$ cat src/rtl/rob_multiport_pkg.sv
// Shared types and default sizes for the multi-port reorder buffer.
// ROB_PACKET is the per-instruction payload carried from dispatch to retire.
package rob_multiport_pkg;

  localparam int ROB_DEPTH    = 32;
  localparam int ROB_IDX_BITS = $clog2(ROB_DEPTH);
  localparam int ROB_CNT_BITS = $clog2(ROB_DEPTH + 1);
  localparam int DISPATCH_W   = 2;
  localparam int RETIRE_W     = 2;
  localparam int ROB_CDB_W    = 2;

  typedef struct packed {
    logic        valid;
    logic [15:0] pc;
    logic [5:0]  dest_reg;
    logic        halt;
  } ROB_PACKET;

`ifdef DEBUG
  typedef struct packed {
    logic [ROB_IDX_BITS-1:0] head;
    logic [ROB_IDX_BITS-1:0] tail;
    logic [ROB_CNT_BITS-1:0] count;
    logic [ROB_DEPTH-1:0]    done;
  } ROB_MP_DEBUG;
`endif

endpackage

$ cat src/rtl/rob_multiport_retire_select.sv
// Counts the run of completed entries starting at head, capped by the
// commit-side limit and by the number of live entries.
module rob_retire_select
  import rob_multiport_pkg::*;
#(
  parameter  int RET_W    = RETIRE_W,
  parameter  int CNT_BITS = ROB_CNT_BITS,
  localparam int RC_BITS  = $clog2(RET_W + 1)
) (
  input  logic [RET_W-1:0]   done_window,
  input  logic [RC_BITS-1:0] retire_limit,
  input  logic [CNT_BITS-1:0] count,
  output logic [RC_BITS-1:0] run_length
);

  logic run_open;

  always_comb begin
    run_length = '0;
    run_open   = 1'b1;
    for (int i = 0; i < RET_W; i++) begin
      if (run_open && done_window[i] && (i < int'(retire_limit)) && (i < int'(count))) begin
        run_length = RC_BITS'(i + 1);
      end else begin
        run_open = 1'b0;
      end
    end
  end

endmodule

$ cat src/rtl/rob_multiport.sv
// Parametrised multi-port reorder buffer: in-order dispatch and retire,
// out-of-order completion, and squash-restore from the branch's own index.
module rob_multiport
  import rob_multiport_pkg::*;
#(
  parameter  int DEPTH    = ROB_DEPTH,
  parameter  int DISP_W   = DISPATCH_W,
  parameter  int RET_W    = RETIRE_W,
  parameter  int CDB_W    = ROB_CDB_W,
  localparam int IDX_BITS = $clog2(DEPTH),
  localparam int CNT_BITS = $clog2(DEPTH + 1),
  localparam int DC_BITS  = $clog2(DISP_W + 1),
  localparam int RC_BITS  = $clog2(RET_W + 1)
) (
  input  logic                clock,
  input  logic                reset,
  input  ROB_PACKET           disp_packets [DISP_W],
  input  logic [DC_BITS-1:0]  disp_count,
  output logic [DC_BITS-1:0]  disp_spots,
  output logic [IDX_BITS-1:0] tail,
  input  logic [CDB_W-1:0]    cdb_valid,
  input  logic [IDX_BITS-1:0] cdb_idx [CDB_W],
  input  logic [RC_BITS-1:0]  retire_limit,
  output ROB_PACKET           retire_packets [RET_W],
  output logic [RC_BITS-1:0]  retire_count,
  output logic [IDX_BITS-1:0] head,
  input  logic                squash_valid,
  input  logic [IDX_BITS-1:0] squash_idx,
  output logic [CNT_BITS-1:0] num_entries
`ifdef DEBUG
  ,
  output ROB_MP_DEBUG         debug
`endif
);

  localparam logic [CNT_BITS:0] DEPTH_X = (CNT_BITS+1)'(DEPTH);

  // Single conditional subtract is enough: a < DEPTH and b <= DEPTH.
  function automatic logic [IDX_BITS-1:0] idx_add(input logic [IDX_BITS-1:0] a,
                                                   input logic [CNT_BITS-1:0] b);
    logic [CNT_BITS:0] sum;
    sum = (CNT_BITS+1)'(a) + (CNT_BITS+1)'(b);
    if (sum >= DEPTH_X) sum = sum - DEPTH_X;
    return sum[IDX_BITS-1:0];
  endfunction

  ROB_PACKET             entries_reg [DEPTH];
  logic [DEPTH-1:0]      done_reg, done_next;
  logic [IDX_BITS-1:0]   head_reg, head_next;
  logic [IDX_BITS-1:0]   tail_reg, tail_next;
  logic [CNT_BITS-1:0]   count_reg, count_next;

  logic [IDX_BITS-1:0]   ret_idx [RET_W];
  logic [RET_W-1:0]      done_window;
  logic [IDX_BITS-1:0]   disp_idx [DISP_W];
  logic [DISP_W-1:0]     disp_we;
  logic [CNT_BITS-1:0]   free_cnt;
  logic [CNT_BITS-1:0]   squash_dist;

  for (genvar gi = 0; gi < RET_W; gi++) begin : g_ret
    assign ret_idx[gi]        = idx_add(head_reg, CNT_BITS'(gi));
    assign done_window[gi]    = done_reg[ret_idx[gi]];
    assign retire_packets[gi] = (gi < int'(retire_count)) ? entries_reg[ret_idx[gi]] : '0;
  end

  for (genvar gi = 0; gi < DISP_W; gi++) begin : g_disp
    assign disp_idx[gi] = idx_add(tail_reg, CNT_BITS'(gi));
    assign disp_we[gi]  = !squash_valid && (gi < int'(disp_count));
  end

  rob_retire_select #(
    .RET_W    (RET_W),
    .CNT_BITS (CNT_BITS)
  ) u_retire_select (
    .done_window  (done_window),
    .retire_limit (retire_limit),
    .count        (count_reg),
    .run_length   (retire_count)
  );

  assign free_cnt   = CNT_BITS'(DEPTH) - count_reg;
  assign disp_spots = (free_cnt >= CNT_BITS'(DISP_W)) ? DC_BITS'(DISP_W) : DC_BITS'(free_cnt);

  // Age of the branch relative to head; count stays exact even when full.
  assign squash_dist = (squash_idx >= head_reg)
                     ? CNT_BITS'(squash_idx - head_reg)
                     : CNT_BITS'(squash_idx) + CNT_BITS'(DEPTH) - CNT_BITS'(head_reg);

  always_comb begin
    head_next = idx_add(head_reg, CNT_BITS'(retire_count));
    if (squash_valid) begin
      tail_next  = idx_add(squash_idx, CNT_BITS'(1));
      count_next = squash_dist + CNT_BITS'(1) - CNT_BITS'(retire_count);
    end else begin
      tail_next  = idx_add(tail_reg, CNT_BITS'(disp_count));
      count_next = count_reg + CNT_BITS'(disp_count) - CNT_BITS'(retire_count);
    end

    // Allocation is applied after completion so it wins on the same index.
    done_next = done_reg;
    for (int p = 0; p < CDB_W; p++) begin
      if (cdb_valid[p]) done_next[cdb_idx[p]] = 1'b1;
    end
    for (int d = 0; d < DISP_W; d++) begin
      if (disp_we[d]) done_next[disp_idx[d]] = 1'b0;
    end
  end

  always_ff @(posedge clock) begin
    if (reset) begin
      head_reg  <= '0;
      tail_reg  <= '0;
      count_reg <= '0;
      done_reg  <= '0;
      for (int i = 0; i < DEPTH; i++) entries_reg[i] <= '0;
    end else begin
      head_reg  <= head_next;
      tail_reg  <= tail_next;
      count_reg <= count_next;
      done_reg  <= done_next;
      for (int d = 0; d < DISP_W; d++) begin
        if (disp_we[d]) entries_reg[disp_idx[d]] <= disp_packets[d];
      end
    end
  end

  always_ff @(posedge clock) begin
    if (!reset) begin
      assert (squash_valid || (disp_count <= disp_spots))
        else $error("rob_multiport: disp_count exceeds disp_spots");
      assert (!squash_valid || (squash_dist < count_reg))
        else $error("rob_multiport: squash_idx is not a live entry");
    end
  end

  assign head        = head_reg;
  assign tail        = tail_reg;
  assign num_entries = count_reg;

`ifdef DEBUG
  assign debug.head  = ROB_IDX_BITS'(head_reg);
  assign debug.tail  = ROB_IDX_BITS'(tail_reg);
  assign debug.count = ROB_CNT_BITS'(count_reg);
  assign debug.done  = ROB_DEPTH'(done_reg);
`endif

endmodule

$ cat config.mk
export PLATFORM = sky130hd
export DESIGN_NAME = rob_multiport
export DESIGN_NICKNAME = d
export VERILOG_FILES = /design/src/rtl/rob_multiport_pkg.sv /design/src/rtl/rob_multiport_retire_select.sv /design/src/rtl/rob_multiport.sv
export SDC_FILE = /design/constraint.sdc
export NUM_CORES = 2
export LEC_CHECK = 0
export BUFFER_PORTS_ARGS = -buffer_cell sky130_fd_sc_hd__buf_4
export CAP_MARGIN = 0
export CORE_UTILIZATION = 25
export DETAILED_ROUTE_END_ITERATION = 8
export GPL_TIMING_DRIVEN = 0
export PLACE_DENSITY_LB_ADDON = 0.05
export SYNTH_ARGS = -nofsm -noshare
export SYNTH_HDL_FRONTEND = slang
export SYNTH_SLANG_ARGS = --single-unit
$ cat constraint.sdc
create_clock -name clock -period 4.25 [get_ports clock]
set_input_delay 0.2125 -clock clock [delete_from_list [all_inputs] [get_ports clock]]
set_output_delay 0.2125 -clock clock [all_outputs]
set_load 0.02 [all_outputs]
==> metrics.cfg <==
[status]
status=finished, violations left
violations=setup timing

[global_route]
grt_overflow=0
track_usage_pct=25.2
grt_pass1_vias=35497
antenna_found_initial=25
grt_max_degree=26
grt_pass1_wl_mm=327

[sta]
slew-limit-headroom_pct=14.5
min_period_ns=4.34
rsz0062_at_grt=true
worst_clock_skew_ns=0.0308
postLayoutSetupSlackWorst_ns=-0.0936
finalHoldViolations=0
max_freq_ghz=0.230
maxSlewViolCount=0
finalSetupTns_ns=-0.190
setup_viol=4
finalCritPeriodShare_pct=102
tightest_slew_ns=1.28

[critical_path]
ff2ff_path_depth=16
regToRegEndpoint=num_entries[5]
worstPathArrival_ns=4.97
cp_data_required_time_ns=4.87
end_kind=flop
crit_fanout=7
r2r-start=head[1]
path_class=flop to flop
ff2ff_setup_slack_ns=-0.09
critPathLaunch=head[1]
crit_path_end=num_entries[5]
start_kind=flop

[drt]
routedWlPerCell_um=40.6
first_iter_violations=4759
post-route-drc-count=0
dr.pass1.iters=8
avgViaCountPerCell=5.95
ant_nets=0
finalWirelength_mm=248
vias=36345

[power]
p_total_w=0.0209
p_per_area_nw_per_um2=364
p_leak_nw=19.6
irDropWorstVdd_v=0.000287

[synth]
yosys.area.top_type=edfxtp_1
synth-edff-count=768
post_synth.cell_area_avg_um2=15.0
syn_inst=3167
ys_top_cells_by_area=edfxtp_1 48%, mux4_2 22%, a22o_1 14%
synth.top_cell.area_share_pct=48.5
yosys_warnings=0
synthFlopType=edfxtp_1
ys_seq_area_share_pct=50.5
synth-seq-cells=816
synth_area_um2=47600
syn-num-nets=3273
synth-async-reset-ratio_pct=0
yosysUniqueCellTypes=64

[floorplanning]
start_util_pct=25.2
core_um2=188000
ios=140
die_area_um2=192000
die_height_um=438
die_w_um=438
num_rows=159

[cells_and_area]
fin_cells=6105
final_cell_mix=768 x a22o_1, 768 x edfxtp_1, 469 x mux4_2, 317 x clkbuf_1, 189 x buf_4
largest_register_ff_count=768
fin_area_um2=57400
area_delta_synth_final_pct=20.8
drive_gt1_share_pct=29.2
nNetsFinal=3628
seq_area_um2=24000
fill_cells=18491
utilization_pct=30.5
multi_input_area_um2=22200

[placement]
place.gp.congestion=0.949
post-place-cells=5836
io_buffers=139
dpl-instance-area_um2=52500
dpl.hpwl_mm=191

[clock_tree]
tritoncts=built
cts_max_path_buffers=3
worstSkewPairLatency_ns=0.74
clkTransAtPathRegs_ns=0.06
cts_buffers=105
clock_sinks=816
cts_root_buf=clkbuf_16
htree_levels=3

[run]
cap_violations=0

[min_path]
hp-class=primary input to flop

==> per-layer routing <==
layer | part of all wire [%] | wire length, µm | global-route usage (%)
met1 | 43 | 107000 | 35.1
met4 | 2.9 | 7210 | 7.33
met3 | 8.7 | 21500 | 5.56
met5 | 0 | 0 | 0
met2 | 45 | 112000 | 39.0
==> critical path, stage by stage (launching register included) <==
cell	delay [ns]
dfxtp_4	0.36
buf_12	0.15
mux4_2	0.39
nor3b_4	0.20
a211oi_2	0.08
or4_4	0.54
or4_4	0.63
clkinvlp_4	0.17
fa_1	0.47
inv_1	0.08
ha_1	0.22
a21o_1	0.21
a21oi_2	0.16
o21bai_1	0.10
a21oi_2	0.15
xnor2_1	0.08
a211oi_1	0.21
==> metrics by stage <==
| stage | setup WS (ns) | hold WS [ns] |
|---|---|---|
| after global placement | -3.26 | 0.479 |
| after global routing | -0.235 | 0.0641 |
| final | -0.0936 | 0.0500 |
| after detailed placement | -1.47 | 0.489 |
| after CTS | -0.203 | 0.00343 |
| after floorplan | 0.0115 | 0.395 |
==> final cells by class <==
| type | count | share of cell area (%) |
|---|---|---|
| antenna | 6 | 0.0261 |
| buffer | 419 | 3.59 |
| clock buffer | 123 | 4.69 |
| clock inverter | 66 | 1.10 |
| inverter | 31 | 0.211 |
| multi-input combinational | 1896 | 38.7 |
| sequential | 816 | 41.9 |
| tap | 2495 | 5.44 |
| timing repair buffer | 253 | 4.36 |
==> timing repair <==
action / in CTS / in global routing
resized for setup: 249 / 33
hold buffers: 61 / 0
pin swaps: 13 / 11
buffers inserted: 17 / 1
endpoints found under the hold margin: 89 / 0
endpoints found under the setup margin: 60 / 53
==> worst min-delay path by stage <==
stage | start | end | cells past startpoint
floorplan | squash_valid | tail[4] | 2
global placement | done_reg[6] | done_reg[6] | 2
detailed placement | done_reg[11] | done_reg[11] | 2
CTS | cdb_idx[7] | done_reg[5] | 5
global route | cdb_idx[7] | done_reg[13] | 5
finish | cdb_idx[7] | done_reg[5] | 5
==> synthesized netlist by cell type, drive strengths merged, types with 2 or more instances <==
cell / n
nor2: 182
xnor2: 14
a2111oi: 2
a21oi: 37
and3: 2
fa: 6
mux2i: 106
dfxtp: 48
mux4: 470
a211oi: 6
a21o: 17
o31ai: 2
o21a: 2
ha: 28
edfxtp: 768
clkbuf: 328
xor2: 9
o21ba: 3
a31oi: 2
nand3b: 12
or4: 2
nand2: 73
or3b: 6
nor4: 2
or2: 6
o21ai: 11
a22o: 768
nor2b: 9
clkinv: 2
nand2b: 13
nand3: 13
inv: 29
mux2: 2
a31o: 2
and2: 5
or3: 9
buf: 96
a221o: 15
o22ai: 34
nor3: 12
a211o: 3
==> power breakdown <==
part / internal, W / leakage, nW / total [W] / switching (W)
combinational: 0.000879 / 9.60 / 0.00250 / 0.00162
clock: 0.00522 / 1.63 / 0.00907 / 0.00385
sequential: 0.00914 / 8.38 / 0.00936 / 0.000221
==> cells by family (layout without fill, tap and decap cells) <==
kind of cell    Yosys count  after routing  share of synthesized area [%]
xor+xnor                 24             24                          0.487
fa+ha+maj                34             34                          0.989
compound gates          911            911                           16.3
other cells               0              6                              0
buf+inv                 455            892                           3.85
simple gates            349            349                           3.28
flops                   816            816                           50.5
mux                     578            578                           24.6
Power figures use the tool's default switching activity.
